`src/rtl/seq_mul_pkg.sv`:
```
// Shared types and helpers for the sequential shift-add multiplier.
package seq_mul_pkg;

    typedef enum logic [1:0] {
        IDLE = 2'b00,
        RUN  = 2'b01,
        DONE = 2'b10
    } state_t;

    function automatic int countWidth(input int width);
        return $clog2(width);
    endfunction

endpackage

```
`src/rtl/seq_mul_step.sv`:
```
// One iteration of the shift-add multiplier: conditional add of the
// multiplicand into the accumulator, then a one-bit right shift of {acc, mq}.
module seq_mul_step #(
    parameter int WIDTH = 8
) (
    input  logic [WIDTH:0]   i_acc,
    input  logic [WIDTH-1:0] i_mq,
    input  logic [WIDTH-1:0] i_a,
    output logic [WIDTH:0]   o_acc,
    output logic [WIDTH-1:0] o_mq
);

    logic [WIDTH:0] w_sum;

    // The carry lands in w_sum[WIDTH]; after the shift acc's top bit is always clear.
    always_comb begin
        w_sum = i_acc;
        if (i_mq[0]) begin
            w_sum = {1'b0, i_acc[WIDTH-1:0]} + {1'b0, i_a};
        end
        o_acc = {1'b0, w_sum[WIDTH:1]};
        o_mq  = {w_sum[0], i_mq[WIDTH-1:1]};
    end

endmodule

```
`src/rtl/seq_mul.sv`:
```
// Sequential WIDTH x WIDTH shift-add multiplier with start/ready/done handshake.
// Define SEQ_MUL_SIGNED_EN to add the i_sgn port for two's-complement operands.
module seq_mul
    import seq_mul_pkg::*;
#(
    parameter int WIDTH = 8
) (
    input  logic               i_clk,
    input  logic               i_rst_n,
    input  logic               i_start,
`ifdef SEQ_MUL_SIGNED_EN
    input  logic               i_sgn,
`endif
    input  logic [WIDTH-1:0]   i_a,
    input  logic [WIDTH-1:0]   i_b,
    output logic               o_ready,
    output logic               o_done,
    output logic [2*WIDTH-1:0] o_p
);

    localparam int CW = countWidth(WIDTH);
    localparam logic [CW-1:0] LAST = CW'(WIDTH - 1);

    state_t               r_state;
    state_t               w_next;
    logic                 w_accept;
    logic                 w_last;
    logic [WIDTH-1:0]     r_aReg;
    logic [WIDTH-1:0]     r_mq;
    logic [WIDTH:0]       r_acc;
    logic [CW-1:0]        r_count;
    logic [2*WIDTH-1:0]   r_p;
    logic [WIDTH:0]       w_accNext;
    logic [WIDTH-1:0]     w_mqNext;
    logic [WIDTH-1:0]     w_aLoad;
    logic [WIDTH-1:0]     w_bLoad;
    logic [2*WIDTH-1:0]   w_product;
    logic [2*WIDTH-1:0]   w_result;

    seq_mul_step #(.WIDTH(WIDTH)) u_step (
        .i_acc (r_acc),
        .i_mq  (r_mq),
        .i_a   (r_aReg),
        .o_acc (w_accNext),
        .o_mq  (w_mqNext)
    );

    assign w_product = {w_accNext[WIDTH-1:0], w_mqNext};

`ifdef SEQ_MUL_SIGNED_EN
    logic r_neg;
    logic w_negLoad;

    // The core always multiplies magnitudes; the sign is reapplied on the last step.
    assign w_aLoad   = (i_sgn && i_a[WIDTH-1]) ? -i_a : i_a;
    assign w_bLoad   = (i_sgn && i_b[WIDTH-1]) ? -i_b : i_b;
    assign w_negLoad = i_sgn & (i_a[WIDTH-1] ^ i_b[WIDTH-1]);
    assign w_result  = r_neg ? -w_product : w_product;

    always_ff @(posedge i_clk or negedge i_rst_n) begin
        if (!i_rst_n) begin
            r_neg <= 1'b0;
        end else if (w_accept) begin
            r_neg <= w_negLoad;
        end
    end
`else
    assign w_aLoad  = i_a;
    assign w_bLoad  = i_b;
    assign w_result = w_product;
`endif

    always_ff @(posedge i_clk or negedge i_rst_n) begin
        if (!i_rst_n) begin
            r_state <= IDLE;
        end else begin
            r_state <= w_next;
        end
    end

    always_comb begin
        w_next   = r_state;
        w_accept = 1'b0;
        w_last   = 1'b0;
        o_ready  = 1'b1;
        o_done   = 1'b0;
        case (r_state)
            IDLE: begin
                if (i_start) begin
                    w_next   = RUN;
                    w_accept = 1'b1;
                end
            end
            RUN: begin
                o_ready = 1'b0;
                if (r_count == LAST) begin
                    w_next = DONE;
                    w_last = 1'b1;
                end
            end
            DONE: begin
                o_done = 1'b1;
                if (i_start) begin
                    w_next   = RUN;
                    w_accept = 1'b1;
                end
            end
            default: w_next = IDLE;
        endcase
    end

    // The count stops on the final step so it never has to hold the value WIDTH.
    always_ff @(posedge i_clk or negedge i_rst_n) begin
        if (!i_rst_n) begin
            r_aReg  <= '0;
            r_mq    <= '0;
            r_acc   <= '0;
            r_count <= '0;
            r_p     <= '0;
        end else if (w_accept) begin
            r_aReg  <= w_aLoad;
            r_mq    <= w_bLoad;
            r_acc   <= '0;
            r_count <= '0;
        end else if (r_state == RUN) begin
            r_acc <= w_accNext;
            r_mq  <= w_mqNext;
            if (w_last) begin
                r_p <= w_result;
            end else begin
                r_count <= r_count + 1'b1;
            end
        end
    end

    assign o_p = r_p;

endmodule
```
`config.mk`:
```
export PLATFORM = sky130hd
export DESIGN_NAME = seq_mul
export DESIGN_NICKNAME = d
export VERILOG_FILES = /design/src/rtl/seq_mul_pkg.sv /design/src/rtl/seq_mul_step.sv /design/src/rtl/seq_mul.sv
export SDC_FILE = /design/constraint.sdc
export NUM_CORES = 1
export LEC_CHECK = 0
export ABC_CLOCK_PERIOD_IN_PS = 3500
export BUFFER_PORTS_ARGS = -buffer_cell sky130_fd_sc_hd__buf_2
export CAP_MARGIN = 20
export CORE_ASPECT_RATIO = 1.2
export CORE_MARGIN = 2
export CORE_UTILIZATION = 40
export CTS_BUF_LIST = sky130_fd_sc_hd__clkbuf_2
export DETAILED_ROUTE_END_ITERATION = 12
export HOLD_SLACK_MARGIN = 0.15
export SYNTH_ARGS = -nofsm -noshare
export SYNTH_HDL_FRONTEND = slang
export SYNTH_SLANG_ARGS = --single-unit
```
`constraint.sdc`:
```
create_clock -name i_clk -period 3.5 [get_ports i_clk]
set_input_delay 0.7 -clock i_clk [delete_from_list [all_inputs] [get_ports i_clk]]
set_output_delay 0.7 -clock i_clk [all_outputs]
set_load 0.01 [all_outputs]
```
======== Yosys cells after proc, flatten, opt, wreduce, memory -nomap -nowiden ========
Index checks and enable logic that the tools add are counted.
operators by class
  add/sub/neg operators ................... 2
  equal/unequal tests ..................... 6
  mux-type cells .......................... 17
  bitwise logic cells ..................... 1
  reductions and logical operators ........ 6
operators with widths
  kind                                                   number
  two-way mux 9 bit                                      3
  two-way mux 8 bit                                      2
  adder 8 x 8 -> 9 bit                                   1
  two-way mux 3 bit                                      3
  two-way mux 1 bit                                      6
  two-way mux 2 bit                                      2
  inequality test 2 bit, second input constant           2
  one-hot mux 2 bit (2 select lines)                     1
  AND reduction 2 bit                                    2
  adder 3 x 1 -> 3 bit, second input constant            1
  equality test 3 bit, second input constant             1
  AND reduction 3 bit                                    1
  equality test 2 x 1 -> 1 bit, second input constant    1
  equality test 2 bit, second input constant             1
  logical NOT 2 bit                                      1
  inequality test 2 x 1 -> 1 bit, second input constant  1
  nonzero test 2 bit                                     1
  OR reduction 2 bit                                     1
  NOT 1 bit                                              1
storage, ports and cells
  bits in registers ....................... 46
  logic and storage cells ................. 38

======== Logic depth before layout (Yosys ltp) ========
Gate-level depths: netlist of the first run.
  depth in word-level cells ............... 6
  mapped depth ............................ 8
  depth with buffers taken out ............ 8

======== Cells and area by module ========
From an unflattened synthesis of the first run, not the netlist that was laid out.
second synthesis, totals
  cell total of the unflattened synthesis .. 214
  area total of the unflattened synthesis .. 2,675.1 µm²
by module, submodules not included
  module        times used  cells each  area each (µm²)
  seq_mul       1           141         2,118.3
  seq_mul_step  1           73          556.8

======== Least setup slack after synthesis of the first run ========
No wires, ideal clock.
  kind .................................... flip-flop to flip-flop
  start point ............................. register r_aReg[0]
  end point ............................... register r_p[13], in the netlist o_p[13]
  library setup time ...................... 0.125 ns
  arrival time ............................ 1.828 ns
  path slack .............................. 1.547 ns
  stages on the path, launching flop included .. 9
  buffers on the path ..................... 0
  period minus slack after synthesis ...... 1.953 ns
  cell sequence ........................... dfrtp_1 ha_1 inv_1 fa_1 nor2b_4 o2111a_1 or4_4 a211oi_1 nor3_1
on the way
  longest elaborated chain between the ends .. 2
ends and longest elaborated chain
  element                 line                RTL
  from (decl)             seq_mul.sv:28       logic [WIDTH-1:0] r_aReg;
  from (signal assigned)  seq_mul.sv:121      r_aReg <= w_aLoad;
  adder 8 x 8 -> 9 bit    seq_mul_step.sv:19  w_sum = {1'b0, i_acc[WIDTH-1:0]} + {1'b0, i_a};
  two-way mux 9 bit       seq_mul_step.sv:18  if (i_mq[0]) begin
  to (signal assigned)    seq_mul.sv:129      r_p <= w_result;
  to (decl)               seq_mul.sv:32       logic [2*WIDTH-1:0] r_p;
No other way between the ends.
A chain may end at the register's enable or synchronous reset.

======== Worst setup path in the final report of the first run ========
  start point ............................. register r_state[0]
  end point ............................... output o_ready
on the way
  longest elaborated chain between the ends .. 2
ends and longest elaborated chain
  element                       line           RTL
  from (decl)                   seq_mul.sv:24  state_t r_state;
  from (signal assigned)        seq_mul.sv:77  r_state <= w_next;
  equality test 2 x 1 -> 1 bit  seq_mul.sv:87  case (r_state)
  two-way mux 1 bit             seq_mul.sv:87
  to (decl)                     seq_mul.sv:16  output logic o_ready,
No other way between the ends.

==> results of run 1 <==
[final cells by class]
cell class                 count  area (um2)
clock buffer                   5        25.0
clock inverter                 3        25.0
fill                         535        2790
inverter                       6        22.5
multi-input combinational    178         973
sequential                    45        1130
tap                           62        77.6
timing repair buffer          39         223
[synthesized netlist by cell type, types with 2 or more instances]
| cell type | n |
|---|---|
| ha_1 | 10 |
| a21o_1 | 3 |
| nand2b_1 | 3 |
| mux2i_1 | 3 |
| o21ai_0 | 20 |
| inv_1 | 6 |
| a31oi_1 | 9 |
| clkbuf_1 | 9 |
| dfrtp_1 | 45 |
| a21oi_1 | 7 |
| nor2b_1 | 5 |
| nor3_1 | 5 |
| nor2_1 | 11 |
| nand2_1 | 79 |
| nand3_1 | 4 |
| o31ai_1 | 2 |
| a211oi_1 | 2 |
[cells by family after synthesis]
family | Yosys count
DFF | 45
muxes | 3
buffers and inverters | 17
adders and majority gates | 11
and+or+nand+nor | 114
xor gates and xnor gates | 2
AOI/OAI and AO/OA | 48
[power by group]
group	internal (W)	switching, W	total, W
Clock	0.0000531	0.000184	0.000237
Combinational	0.000494	0.000639	0.00113
Sequential	0.000768	0.000182	0.000950
[worst max-delay path, cell delays in order, from the launching register on]
cell	delay, ps
dfrtp_1	460
nor2b_1	150
inv_1	360
buf_2	220
[registers in the layout, indices dropped and copies added (netlist names)]
register,count
r_aReg,8
r_count,3
r_mq,8
o_p,16
r_acc,8
r_state,2
[metal layers]
layer	part of all wire [%]	wire (um)
met5	0	0
met4	1.3	58
met3	2.7	118
met2	46	2000
met1	50	2160
[how the worst max path moves through the flow]
stage               to  slack, ps  cells past startpoint
2_1_floorplan  o_p[13]       1550                      8
3_3_place_gp   o_p[13]       1480                      8
3_5_place_dp   o_p[13]       1450                      8
4_1_cts        o_ready       1190                      3
5_1_grt        o_ready       1060                      3
6_report       o_ready       1190                      3
[cells in the final DEF, fill, tap and decap left out, types with 2 or more instances in the layout]
cell       n
a211oi_1   2
nand2_1   79
dfrtp_1   45
nor2_1    11
nor3_1     5
mux2i_1    3
nand3_1    4
a21oi_1    7
a31oi_1    9
nor2b_1    5
clkbuf_2   5
o21ai_0   20
a21o_1     3
buf_4      2
inv_1      6
buf_2     36
ha_1      10
o31ai_1    2
nand2b_1   3
[metrics by stage]
step	instance area [um2]	util (%)	hold slack [ps]
finish	2470	47.0	188
global route	2470	47.0	176
CTS	2440	46.5	409
detailed placement	2390	45.5	459
global placement	2390	45.5	452
floorplan	2160	-	404
==> reports/qor.yml, run 1 <==
status:
  outcome: "completed"
worst_setup_path:
  worstReg2RegStart: "r_acc[0]"
  worstSetupPathType: "flop to output port"
  crit_path_max_fanout: 14
  critPathCaptureType: "output port"
  cp.required_ps: 2800
  r2r_cells: 8
  reg2reg_to: "o_p[13]"
  startpoint: "r_state[0]"
  arrival_ps: 1610
  rrSetupSlack_ps: 1470
  startpoint_type: "flop"
pwr:
  powerDensity_nw_per_um2: 938
  max-vdd-ir-drop_uv: 310
  power_w: 0.00232
  p_leak_nw: 1.28
grt:
  antenna_found_initial: 0
  grt_most_used_layer: "met2"
  grt_remaining_overflow: 0
  grt_pass1_wl_um: 7500
  gr-usage-all-layers_pct: 15.7
  grt_max_degree: 46
  grtUsageMet1_pct: 21.0
  grt_pass1_vias: 1589
  met2_usage_pct: 25.3
  globalRouteMet3Util_pct: 3.24
final_layout:
  area_growth_syn_to_layout_pct: 14.2
  fin_cells: 338
  final_nets: 305
  drive_above_1_share_pct: 18.1
  num_antenna_cells: 0
sta:
  rsz0062_at_grt: "no"
  layout_min_cycle_time_ps: 2310
  fin_skew_ps: 33.7
  fmax_ghz: 0.434
  hold_viol: 0
  fin_setup_tns_ps: 0
  setup_violations: 0
  slew_headroom_pct: 42.0
  fin_crit_sh_pct: 65.9
  tightest_slew_ps: 869
  layout_setup_ws_ps: 1190
  slew_viol_final: 0
synth:
  ys_ff_latch: 45
  synthAdderAreaFrac_pct: 6.71
  synthArstFlopShare_pct: 100
  synthesis.area_um2: 2160
  synth_top_area_share_pct: 52.0
  synthSimpleGateAreaFrac_pct: 22.8
  synth-xor-area-share_pct: 0.809
  synthFlopType: "dfrtp_1"
  ys_types: 34
  synth_compound_area_share_pct: 13.3
  yosysTopAreaCell: "dfrtp_1"
  synth_top_family_by_area: "simple AND/OR/NAND/NOR gates"
  synth_edf_count: 0
  synth_nets: 270
  synth.top_cells.by_area: "dfrtp_1, nand2_1, ha_1"
  yosys_warnings: 0
  synth_cells: 240
  synth.yosys.seq_area_share_pct: 52.0
  avgSynthCellArea_um2: 9.02
  synth_mux_area_share_pct: 1.39
clock_network:
  h-tree-depth: 2
  clockRootBuffer: "clkbuf_2"
  clock-sinks: 45
  clk_transition_reported_paths_ps: 270
  ctsResizeCount: 0
  insertion_delay_ps: 430
  cts_setup_buffers: 0
  clockBufferDepth: 2
  tritoncts: "done"
  cts_inserted_buffers: 5
  ctsHoldBuffers: 0
detailed_routing:
  post-route-drc-count: 0
  detail-route-antenna-nets: 0
  drt_iter0_drc: 100
  wire_per_inst_um: 12.8
  vias: 1693
  wl_um: 4330
  drtPass1Iterations: 4
  vias_per_cell: 5.01
die:
  dieArea_um2: 6020
  ioPinCount: 37
  initial_utilization_pct: 41.1
  fp-row-count: 29
  die_h_um: 84.6
  die_width_um: 71.2
  design.core.area_um2: 5260
place:
  routabilityCongestion: 0.825
  io_buffer_count: 36
  hpwl_um: 3170
  place_inst: 329
  dp_worst_setup_slack_ps: 1450
job:
  cap_viol_max_count: 0
hold_path:
  hold_class: "input pin to async pin"
No activity file was read; power rests on OpenSTA's default activity.
==> run 2: changes to the inputs <==
--- a/config.mk
+++ b/config.mk
@@ -5,7 +5,7 @@
 export SDC_FILE = /design/constraint.sdc
 export NUM_CORES = 1
 export LEC_CHECK = 0
-export ABC_CLOCK_PERIOD_IN_PS = 3500
+export ABC_CLOCK_PERIOD_IN_PS = 1900
 export BUFFER_PORTS_ARGS = -buffer_cell sky130_fd_sc_hd__buf_2
 export CAP_MARGIN = 20
 export CORE_ASPECT_RATIO = 1.2
==> constraint.sdc (replaced) <==
create_clock -name i_clk -period 1.9 [get_ports i_clk]
set_input_delay 0.38 -clock i_clk [delete_from_list [all_inputs] [get_ports i_clk]]
set_output_delay 0.38 -clock i_clk [all_outputs]
set_load 0.01 [all_outputs]
==> run 2 against run 1 <==
  * The flow now finishes with violations (setup timing)
  * Die area did not move
  * Clock-buffer cell count up 1
  * Combinational power increased by 130%
  * Non-clock buffer count increased by 27
  * Cell count up 8.0%
  * Sequential share of layout area is 4.5 points lower
  * Critical path depth increased by 5
  * Clock skew down 19 ps
  * Flip-flop and latch count unchanged
  * Hold slack lost 13 ps
  * Clock power is 67% higher
  * Largest power group unchanged
  * Highest routed layer unchanged
==> reports/qor.yml, run 2 (synthesis gave the netlist of run 1 again) <==
worst_setup_path:
  arrival_ps: 2300  # +690 ps
  slowest_delay_ps: 440  # -20 ps
  cp_num_buf_inv: 1  # -1
  worstSetupPathType: "flop to flop"
  startpoint_type: "flop"
  cp.required_ps: 2220  # -580 ps
  crit_path_max_fanout: 3  # -11
  path_cells: "ha_2 > inv_2 > fa_2 > nor2b_4 > o2111a_2 > or4_4 > a31oi_1 > a21oi_1"
  crit_family: "compound AO/OA/AOI/OAI gates"
  critPathCaptureType: "flop"
  slowest_stage: "dfrtp_1"
grt:
  grt_pass1_vias: 1860  # +17%
  gr-usage-all-layers_pct: 18.2  # +2.5 points
  grt_max_degree: 27  # -41%
  antenna_found_initial: 0  # unchanged
  grt_remaining_overflow: 0  # unchanged
  grt_pass1_wl_um: 8630  # +15%
sta:
  tightest_slew_ps: 608  # -261 ps
  slew_headroom_pct: 59.3  # +17 points
  fin_setup_tns_ps: -119  # -119 ps
  layout_min_cycle_time_ps: 1980
  slew_viol_final: 0  # unchanged
  fmax_ghz: 0.505
  layout_setup_ws_ps: -80.3  # -1270 ps
  hold_viol: 0  # unchanged
  fin_crit_sh_pct: 104
  fin_skew_ps: 14.6  # -19.1 ps
  rsz0062_at_grt: "yes"
  setup_violations: 2  # +2
clock_network:
  clk_transition_reported_paths_ps: 210  # -60 ps
  cts_inserted_buffers: 5  # unchanged
  clock-sinks: 45  # unchanged
  clockRootBuffer: "clkbuf_2"
  clockBufferDepth: 2  # unchanged
  insertion_delay_ps: 410  # -20 ps
  tritoncts: "done"
  h-tree-depth: 2  # unchanged
status:
  violations: "setup timing"
  outcome: "complete, but fails checks"
detailed_routing:
  wire_per_inst_um: 13.7  # +7.0%
  drtPass1Iterations: 4  # unchanged
  drt_iter0_drc: 108  # +8.0%
  vias_per_cell: 5.01  # about the same
  wl_um: 5000  # +16%
  detail-route-antenna-nets: 0  # unchanged
  post-route-drc-count: 0  # unchanged
  vias: 1830  # +8.1%
die:
  die_h_um: 84.6  # unchanged
  design.core.area_um2: 5260  # unchanged
  dieArea_um2: 6020  # unchanged
  fp-row-count: 29  # unchanged
  ioPinCount: 37  # unchanged
  initial_utilization_pct: 41.1  # unchanged
  die_width_um: 71.2  # unchanged
place:
  placed_area_um2: 2540  # +6.3%
  io_buffer_count: 36  # unchanged
  hpwl_um: 3600  # +13%
  dp_worst_setup_slack_ps: -84.0  # -1530 ps
  routabilityCongestion: 0.850  # +3.0%
job:
  cap_viol_max_count: 0  # unchanged
final_layout:
  area_growth_syn_to_layout_pct: 26.7
  stdcell_area_um2: 2740  # +11%
  num_antenna_cells: 0  # unchanged
  final_common_cell: "nand2_1"
  fillers: 512  # -4.3%
  final_cell_mix: "nand2_1, dfrtp_1, buf_2"
  largest_reg_flops: 16  # unchanged
  final_nets: 332  # +8.9%
  drive_above_1_share_pct: 27.1  # +8.9 points
pwr:
  p_leak_nw: 1.40  # +9.8%
  max-vdd-ir-drop_uv: 646  # +110%
  pwr-share-seq_pct: 37.1  # -3.8 points
  power_w: 0.00473  # +100%
  switching_share_pct: 42.4  # -0.95 points
  internal_power_w: 0.00273  # +110%
  power.switching_w: 0.00201  # +100%
  powerDensity_nw_per_um2: 1730  # +84%
  clkPwrFrac_pct: 8.4  # -1.8 points
  combPwrFrac_pct: 54.5  # +5.7 points
hold_path:
  hold_class: "input pin to flop"
-- run 2: area by class of cell --
type | instances | area (um2) | share of cell area [%]
Clock buffer | 6 | 30.0 | 1.09
Inverter | 6 | 22.5 | 0.821
Multi-Input combinational cell | 178 | 1040 | 37.9
Tap cell | 62 | 77.6 | 2.83
Timing Repair Buffer | 66 | 438 | 16.0
Clock inverter | 2 | 10.0 | 0.365
Sequential cell | 45 | 1130 | 41.1
-- run 2: worst min-delay path, stage by stage --
cell     delay, ps
buf_2           70
nand2_1         40
nand2_1         60
-- run 2: final timing paths --
path / to / from / depth (start not counted) / slack, ps
worst min-delay path: r_aReg[3] / i_a[3] / 3 / 180
min in group asynchronous: r_state[0] / i_rst_n / 2 / 430
worst max-delay path: r_acc[5] / r_aReg[0] / 8 / -80
worst max register to register: r_acc[5] / r_aReg[0] / 8 / -80
max in group asynchronous: r_acc[5] / i_rst_n / 3 / 980
worst min register to register: o_p[3] / o_p[3] / 2 / 500
-- run 2: routing by layer --
layer | GRT usage [%] | up-vias | share of wire (%)
met4 | 8.40 | 0 | 1.7
met2 | 29.1 | 35 | 47
met1 | 23.3 | 856 | 47
met5 | 0 | - | 0
met3 | 4.20 | 8 | 3.9
li1 | - | 931 | -
-- run 2: power by group through the flow --
stage	clock [W]	sequential [W]	combinational (W)
2_1_floorplan	0	0.00175	0.00155
3_3_place_gp	0	0.00176	0.00235
3_5_place_dp	0	0.00177	0.00237
4_1_cts	0.000411	0.00175	0.00243
5_1_grt	0.000455	0.00183	0.00292
6_report	0.000396	0.00176	0.00258
-- run 2: what timing repair did --
action                                  CTS  global route
endpoints found under the hold margin    23             3
pin swaps                                 1             2
endpoints found under the setup margin    7             9
resized for setup                         4            12
hold buffers                              5             3
setup buffers                             0             3
-- run 2: metrics by stage --
stage               utilization, %  instances  hold slack (ps)
finish                        52.1        365              175
detailed placement            48.4        346              367
CTS                           50.3        359              152
global placement              48.4        346              371
floorplan                        -        240             84.4
global route                  52.1        365              149
==> run 3: changes to the inputs <==
--- a/config.mk
+++ b/config.mk
@@ -6,10 +6,10 @@
 export NUM_CORES = 1
 export LEC_CHECK = 0
 export ABC_CLOCK_PERIOD_IN_PS = 1900
-export BUFFER_PORTS_ARGS = -buffer_cell sky130_fd_sc_hd__buf_2
+export BUFFER_PORTS_ARGS = -buffer_cell sky130_fd_sc_hd__buf_4
 export CAP_MARGIN = 20
 export CORE_ASPECT_RATIO = 1.2
-export CORE_MARGIN = 2
+export CORE_MARGIN = 10
 export CORE_UTILIZATION = 40
 export CTS_BUF_LIST = sky130_fd_sc_hd__clkbuf_2
 export DETAILED_ROUTE_END_ITERATION = 12
==> run 3 against run 2 <==
  * The run still ends with setup timing left
  * Cell count shrank 1.6%
  * Power grew 0.74%
  * Register-to-register slack is essentially flat
  * Critical path depth is the same
  * Via count shrank 1.1%
  * Clock power shrank 4%
  * Sequential power is essentially flat
  * Global-route usage shrank 5.7 points
  * Die area grew 46%
  * Largest power group unchanged
  * Flip-flop and latch count is the same
  * First-iteration DRC count shrank 3.7%
  * Critical endpoint is now o_p[13]
==> reports/qor.yml, run 3 (synthesis gave the netlist of run 1 again) <==
sta:
  hold_viol: 0  # unchanged
  fmax_ghz: 0.502  # -0.68%
  layout_setup_ws_ps: -93.8  # -13.5 ps
  rsz0062_at_grt: "yes"
  setup_violations: 4  # +2
  slew_headroom_pct: 61.9  # +2.6 points
  fin_setup_tns_ps: -270  # -151 ps
  fin_skew_ps: 12.2  # -2.48 ps
  slew_viol_final: 0  # unchanged
  layout_min_cycle_time_ps: 1990  # +13.5 ps
  tightest_slew_ps: 571  # -37.0 ps
  fin_crit_sh_pct: 105  # +0.71 points
detailed_routing:
  drtPass1Iterations: 4  # unchanged
  detail-route-antenna-nets: 0  # unchanged
  vias: 1810  # -1.1%
  post-route-drc-count: 0  # unchanged
  vias_per_cell: 5.04  # +0.56%
  drt_iter0_drc: 104  # -3.7%
  wl_um: 5250  # +5.0%
  wire_per_inst_um: 14.6  # +6.8%
final_layout:
  largest_reg_flops: 16  # unchanged
  final_common_cell: "nand2_1"
  final_cell_mix: "nand2_1, buf_4, dfrtp_1"
  drive_above_1_share_pct: 24.6  # -2.5 points
  final_nets: 327  # -1.5%
  area_growth_syn_to_layout_pct: 28.6
  num_antenna_cells: 0  # unchanged
die:
  dieArea_um2: 8770  # +46%
  initial_utilization_pct: 41.1  # unchanged
  fp-row-count: 29  # unchanged
  die_width_um: 87.2  # +22%
  design.core.area_um2: 5260  # unchanged
  ioPinCount: 37  # unchanged
  die_h_um: 101  # +19%
clock_network:
  clockBufferDepth: 2  # unchanged
  h-tree-depth: 2  # unchanged
  clock-sinks: 45  # unchanged
  clk_transition_reported_paths_ps: 210  # about the same
  tritoncts: "done"
  clockRootBuffer: "clkbuf_2"
  insertion_delay_ps: 400  # about the same
  cts_inserted_buffers: 5  # unchanged
worst_setup_path:
  startpoint_type: "flop"
  arrival_ps: 2320  # +20 ps
  cp.required_ps: 2220  # about the same
  crit_path_max_fanout: 3  # unchanged
  critPathCaptureType: "flop"
  worstSetupPathType: "flop to flop"
place:
  routabilityCongestion: 0.844  # -0.67%
  dp_worst_setup_slack_ps: -115  # -30.7 ps
  hpwl_um: 3830  # +6.5%
  io_buffer_count: 36  # unchanged
pwr:
  p_leak_nw: 1.40  # about the same
  max-vdd-ir-drop_uv: 612  # -5.1%
  powerDensity_nw_per_um2: 1710  # -0.71%
grt:
  grt_pass1_wl_um: 8960  # +3.9%
  grt_pass1_vias: 1862  # +0.11%
  grt_max_degree: 46  # +70%
  gr-usage-all-layers_pct: 12.6  # -5.7 points
  antenna_found_initial: 0  # unchanged
  grt_remaining_overflow: 0  # unchanged
status:
  violations: "setup timing"
  outcome: "complete, but fails checks"
job:
  cap_viol_max_count: 0  # unchanged
hold_path:
  hold_class: "input pin to flop"
## run 3: cell count changes in the layout (fill, tap and decap cells not counted), moves of 2 or more
cell	change
o21ai_1	-2
buf_2	-36
o21ai_0	+2
buf_4	+32
o31ai_1	+2
clkinv_2	-2
## run 3: stage by stage
stage	hold slack (ps)	power [W]	cells	utilization, %	instance area (um2)
final	165	0.00477	359	52.9	2780
after global routing	162	0.00525	359	52.9	2780
after CTS	156	0.00464	357	51.6	2710
after detailed placement	420	0.00422	341	49.1	2580
after global placement	419	0.00416	341	49.1	2580
after floorplan	84.4	0.00329	240	-	2170
## run 3: what timing repair did
action	CTS	global route
setup buffers	1	3
pin swaps	3	7
resized for setup	3	9
hold endpoints to repair	52	0
endpoints found under the setup margin	9	9
hold buffers	8	0
## run 3: per-layer routing
| metal | up-vias | global-route usage (%) | wire length (um) |
|---|---|---|---|
| met5 | - | 0 | 0 |
| met4 | 0 | 4.05 | 73 |
| met3 | 6 | 3.24 | 248 |
| met2 | 38 | 20.5 | 2480 |
| met1 | 847 | 15.7 | 2450 |
| li1 | 919 | - | - |
## run 3: worst max-delay path, stage by stage, from the launching register on
cell and delay (ps):
dfrtp_1 430, ha_2 190, inv_2 50, fa_2 230, nor2b_4 50, o2111a_1 240, or4_4 430, a211oi_2 230
nor3_1 60
## run 3: report_power, final
part	switching, W	internal [W]	leakage (nW)	total (W)
clock network	0.000293	0.0000859	0.0265	0.000379
registers	0.000360	0.00142	0.557	0.00178
logic	0.00135	0.00127	0.819	0.00261
total	0.00200	0.00277	1.40	0.00477
## run 3: area by class of cell
type                    count  area, um2
clock buffers               6       30.0
well taps                  62       77.6
clock inverters             1       3.75
fillers                   513       2480
inverters                   6       22.5
flip-flops and latches     45       1130
multi-input cells         178       1040
repair buffers             61        478
## run 3: path summary, 6_finish.rpt
kind	from	end	slack, ps	cells past startpoint
min in group asynchronous	i_rst_n	o_p[8]	470	2
worst max register to register	r_aReg[0]	o_p[13]	-90	8
max in group asynchronous	i_rst_n	o_p[5]	1030	2
worst min-delay path	i_a[4]	r_aReg[4]	160	3
worst min register to register	o_p[5]	o_p[5]	500	2
worst max-delay path	r_aReg[0]	o_p[13]	-90	8
